==> src/rtl/serial_adder_fsm.sv <==
// rtl/serial_adder_fsm.sv - multi-cycle adder reusing a DIGIT-bit slice over WIDTH/DIGIT cycles
// Result registers are only written on the edge entering DONE, so they hold between operations.
module serial_adder_fsm #(
  parameter int WIDTH = 8,
  parameter int DIGIT = 1
) (
  input  logic             clk,
  input  logic             rst_n,
  input  logic             start,
  input  logic [WIDTH-1:0] a,
  input  logic [WIDTH-1:0] b,
  input  logic             c_in,
  output logic             busy,
  output logic             done,
  output logic [WIDTH-1:0] sum,
  output logic             c_out,
  output logic             overflow
);

  localparam int STEPS = WIDTH / DIGIT;
  localparam int CW = (STEPS > 1) ? $clog2(STEPS) : 1;
  localparam logic [CW-1:0] LAST = CW'(STEPS - 1);

  generate
    if (WIDTH < 2 || DIGIT < 1 || (WIDTH % DIGIT) != 0) begin : g_bad_params
      $error("serial_adder_fsm: WIDTH must be >= 2 and DIGIT must divide WIDTH");
    end
  endgenerate

  typedef enum logic [1:0] {
    IDLE = 2'd0,
    RUN  = 2'd1,
    DONE = 2'd2
  } state_t;

  state_t state, state_next;

  logic [WIDTH-1:0] reg_a, reg_b, psum, psum_next;
  logic             carry;
  logic [CW-1:0]    cnt;
  logic             capture, step, last_step;

  logic [DIGIT-1:0] slice_a, slice_b, slice_s;
  logic             slice_c, slice_c_msb;

  assign slice_a = reg_a[DIGIT-1:0];
  assign slice_b = reg_b[DIGIT-1:0];
  assign {slice_c, slice_s} = {1'b0, slice_a} + {1'b0, slice_b} + {{DIGIT{1'b0}}, carry};

  // Carry into the slice MSB recovered from the MSB sum bit; feeds overflow on the last slice.
  assign slice_c_msb = slice_s[DIGIT-1] ^ slice_a[DIGIT-1] ^ slice_b[DIGIT-1];

  assign psum_next = (psum >> DIGIT) | (WIDTH'(slice_s) << (WIDTH - DIGIT));
  assign last_step = (cnt == LAST);

  always_ff @(posedge clk) begin
    if (!rst_n) begin
      state <= IDLE;
    end else begin
      state <= state_next;
    end
  end

  always_comb begin
    state_next = state;
    busy       = 1'b0;
    done       = 1'b0;
    capture    = 1'b0;
    step       = 1'b0;
    case (state)
      IDLE: begin
        if (start) begin
          capture    = 1'b1;
          state_next = RUN;
        end
      end
      RUN: begin
        busy = 1'b1;
        step = 1'b1;
        if (last_step) begin
          state_next = DONE;
        end
      end
      DONE: begin
        done       = 1'b1;
        state_next = IDLE;
      end
      default: begin
        state_next = IDLE;
      end
    endcase
  end

  always_ff @(posedge clk) begin
    if (!rst_n) begin
      reg_a    <= '0;
      reg_b    <= '0;
      psum     <= '0;
      carry    <= 1'b0;
      cnt      <= '0;
      sum      <= '0;
      c_out    <= 1'b0;
      overflow <= 1'b0;
    end else if (capture) begin
      reg_a <= a;
      reg_b <= b;
      carry <= c_in;
      cnt   <= '0;
    end else if (step) begin
      reg_a <= reg_a >> DIGIT;
      reg_b <= reg_b >> DIGIT;
      psum  <= psum_next;
      carry <= slice_c;
      cnt   <= cnt + CW'(1);
      if (last_step) begin
        sum      <= psum_next;
        c_out    <= slice_c;
        overflow <= slice_c ^ slice_c_msb;
      end
    end
  end

endmodule

==> config.mk <==
export PLATFORM = sky130hd
export DESIGN_NAME = serial_adder_fsm
export DESIGN_NICKNAME = d
export VERILOG_FILES = /design/src/rtl/serial_adder_fsm.sv
export SDC_FILE = /design/constraint.sdc
export NUM_CORES = 1
export LEC_CHECK = 0
export BUFFER_PORTS_ARGS = -buffer_cell sky130_fd_sc_hd__buf_4
export CAP_MARGIN = 0
export CELL_PAD_IN_SITES_DETAIL_PLACEMENT = 0
export CELL_PAD_IN_SITES_GLOBAL_PLACEMENT = 1
export CORE_ASPECT_RATIO = 0.9
export CORE_MARGIN = 1
export CORE_UTILIZATION = 43
export DETAILED_ROUTE_END_ITERATION = 8
export HOLD_SLACK_MARGIN = 0.12
export MAX_ROUTING_LAYER = met4
export PLACE_DENSITY_LB_ADDON = 0.1
export REMOVE_ABC_BUFFERS = 1
export SETUP_SLACK_MARGIN = 0.15
export SYNTH_ARGS = -nofsm -noshare
export SYNTH_HDL_FRONTEND = slang
export SYNTH_SLANG_ARGS = --single-unit
==> constraint.sdc <==
create_clock -name clk -period 3.15 [get_ports clk]
set_input_delay 0.315 -clock clk [delete_from_list [all_inputs] [get_ports clk]]
set_output_delay 0.315 -clock clk [all_outputs]
set_load 0.05 [all_outputs]
==> out/results.tsv <==
metric	value	unit
switching power	0.254	mW
Max Cap Violations	0	
first-pass GRT wire length	5390	µm
Final ANT Viol Nets	0	
gp weighted congestion	0.811	
grt total ovfl	0	
CTS Hold Bufs	0	
Yosys Warn Count	0	
cell row count	20	
CP Data Required Time	2.83	ns
period utilization	0.632	
top cells by count, synth	nand2_1 (63), dfxtp_1 (39), a21boi_0 (14)	
Post-CTS Resized	0	
Hold Path Cell Cnt	3	
critical path class	reg2out	
DRT Pass-1 Iters	4	
Core ar.	3500	µm²
maximum VDD drop	442	µV
flop-to-flop setup slack	1.44	ns
DR iter-0 viols	87	
Clock Root Buffer	clkbuf_8	
largest net degree at the start of global routing	38	
setup bufs post-CTS	0	
Leakage	0.758	nW
endpoints failing setup	0	
Seq/Total Area, Yosys	0.476	
Post-synth EDFFs	0	
WL final	3290	µm
P_int	0.889	mW
worst hold endpoint	reg_a[7]$_SDFFE_PN0P_	
Mean Syn Cell Area	8.38	µm²
Yosys top cell by area	dfxtp_1	
Starting Density	0.469	
Num CTS Buffers	5	
most frequent CP cell	buf_4	
crit path cell chain	nand2b_1, buf_4, inv_2, buf_4	
vias in the first global route	1191	
PwrDens	577	nW/µm²
fillers	335	
sw frac	0.222	
Crit Path Max Fanout	25	
Worst R2R End	state[0]$_SDFFE_PN0P_	
hold path start	a[7]	
count leader, synth	nand2_1	
register area	781	µm²
Final HPWL DP	2170	µm
Pins Over Slew Limit	0	
number of top-level pins	32	
RSZ-0062 raised after global routing	false	
die span in y	60.6	µm
dpl cells	258	
Worst setup SP type	flip-flop	
Fin Setup TNS	0	ns
hold violation count in the final report	0	
clk_skew	0.0122	ns
fmax	503	MHz
# diodes	0	
P&R area growth vs syn	20.6	%
Final nets	244	
slowest stage delay, CP	0.47	ns
minimum clock period	1.99	ns
final core occ	0.565	
multi-input logic area	759	µm²
largest cells by area after synthesis	dfxtp_1 (48%), nand2_1 (14%), a21boi_0 (6.4%)	
initial antenna violation count	0	
worst r2r path cells	3	
Vias per Instance	5.14	
worst skew pair latency	0.29	ns
Die X	67.1	µm
total track usage	0.187	
RR Startpoint	state[0]$_SDFFE_PN0P_	
status	completed	
CP max-delay cell	dfxtp_1	
CTS sink cnt	39	
post-DR wirelength/cell	12.4	µm
htree depth	2	
Yosys top cell area share	0.476	
post-route DRC violation count	0	
fraction of registers with async set/reset	0	
Final Hold Slack	0.297	ns
Yosys reg bits	39	
crit path launch	state[0]$_SDFFE_PN0P_	
Tightest Pin Transition	0.847	ns
layout cell share with drive strength beyond 1	0.194	
Hold WC Path Type	in2reg	
Final Non-Filler Cells	266	
logic gate share of total power	0.108	
Yosys cell types	28	
Slew HR	0.435	
CTS tree	done	
critical path arrival	1.67	ns
number of I/O port buffers	31	
ys flop type	dfxtp_1	
routed vias	1367	
CP endpoint kind	output port	
Reg clk slew, reported paths	0.07	ns
die area	4070	µm²
Mapped Area	1640	µm²
power share of the clock group	0.426	
CTS max path bufs	2	
Flop pwr share	0.467	
Syn Inst Count	196	
==> power groups by stage <==
| stage | logic (mW) | registers (mW) | clock network, mW |
|---|---|---|---|
| after floorplan | 0.0798 | 0.540 | 0 |
| after global placement | 0.119 | 0.543 | 0 |
| after detailed placement | 0.123 | 0.544 | 0 |
| after CTS | 0.123 | 0.533 | 0.492 |
| after global routing | 0.137 | 0.536 | 0.514 |
| final | 0.123 | 0.533 | 0.486 |
==> metrics by stage <==
stage	total power, mW	area [µm²]	worst slack [ns]
CTS	1.15	1980	1.15
finish	1.14	1980	1.16
global route	1.19	1980	1.05
floorplan	0.620	1550	1.48
global placement	0.662	1850	1.52
detailed placement	0.667	1850	1.47
==> state kept, by name, summed over array words and instances, names as in the netlist <==
signal    cells
sum           8
overflow      1
c_out         1
carry         1
reg_b         8
cnt           3
psum          7
reg_a         8
state         2
==> cell usage in the layout, fill, tap and decap left out, types with 3 or more instances in the layout <==
master,n
a21boi_0,14
a21boi_1,4
a21oi_1,6
a31oi_1,12
buf_4,32
clkbuf_8,5
dfxtp_1,39
nand2_1,63
nor2_1,3
o21ai_0,10
o21ai_1,5
xnor2_1,4
==> critical path, delay by kind of cell, from the launching register on <==
family | cells | cell delay, ns
buffers and inverters | 3 | 0.83
flip-flops | 1 | 0.47
AND/OR/NAND/NOR | 1 | 0.08
==> how the worst max path moves through the flow <==
stage,to,slack (ns),cells past startpoint
2_1_floorplan,cnt[0]$_SDFFE_PP0P_,1.48,4
3_3_place_gp,busy,1.52,4
3_5_place_dp,busy,1.47,4
4_1_cts,busy,1.15,4
5_1_grt,busy,1.05,4
6_report,busy,1.16,4
==> area by class of cell <==
cell class              count  area share
clock buffers               6      0.0367
clock inverters             2      0.0303
inverters                   3     0.00569
multi-input cells         140       0.384
flip-flops and latches     39       0.394
well taps                  44      0.0278
repair buffers             32       0.121
==> layer usage <==
metal / vias to the layer above / track usage / routed length (µm)
met5: - / - / 0
met4: 0 / 0.100 / 56
li1: 703 / - / -
met1: 625 / 0.216 / 1590
met3: 7 / 0.0508 / 139
met2: 32 / 0.294 / 1500
==> cell families (layout without fill, tap and decap cells) <==
family,Yosys count,in the layout,share of synthesized area
AOI/OAI and AO/OA,57,57,0.222
DFF,39,39,0.476
adders and majority gates,3,3,0.0274
buffers and inverters,17,43,0.0617
and+or+nand+nor,76,76,0.192
xor gates and xnor gates,4,4,0.0213
(Power assumes the default switching activity.)
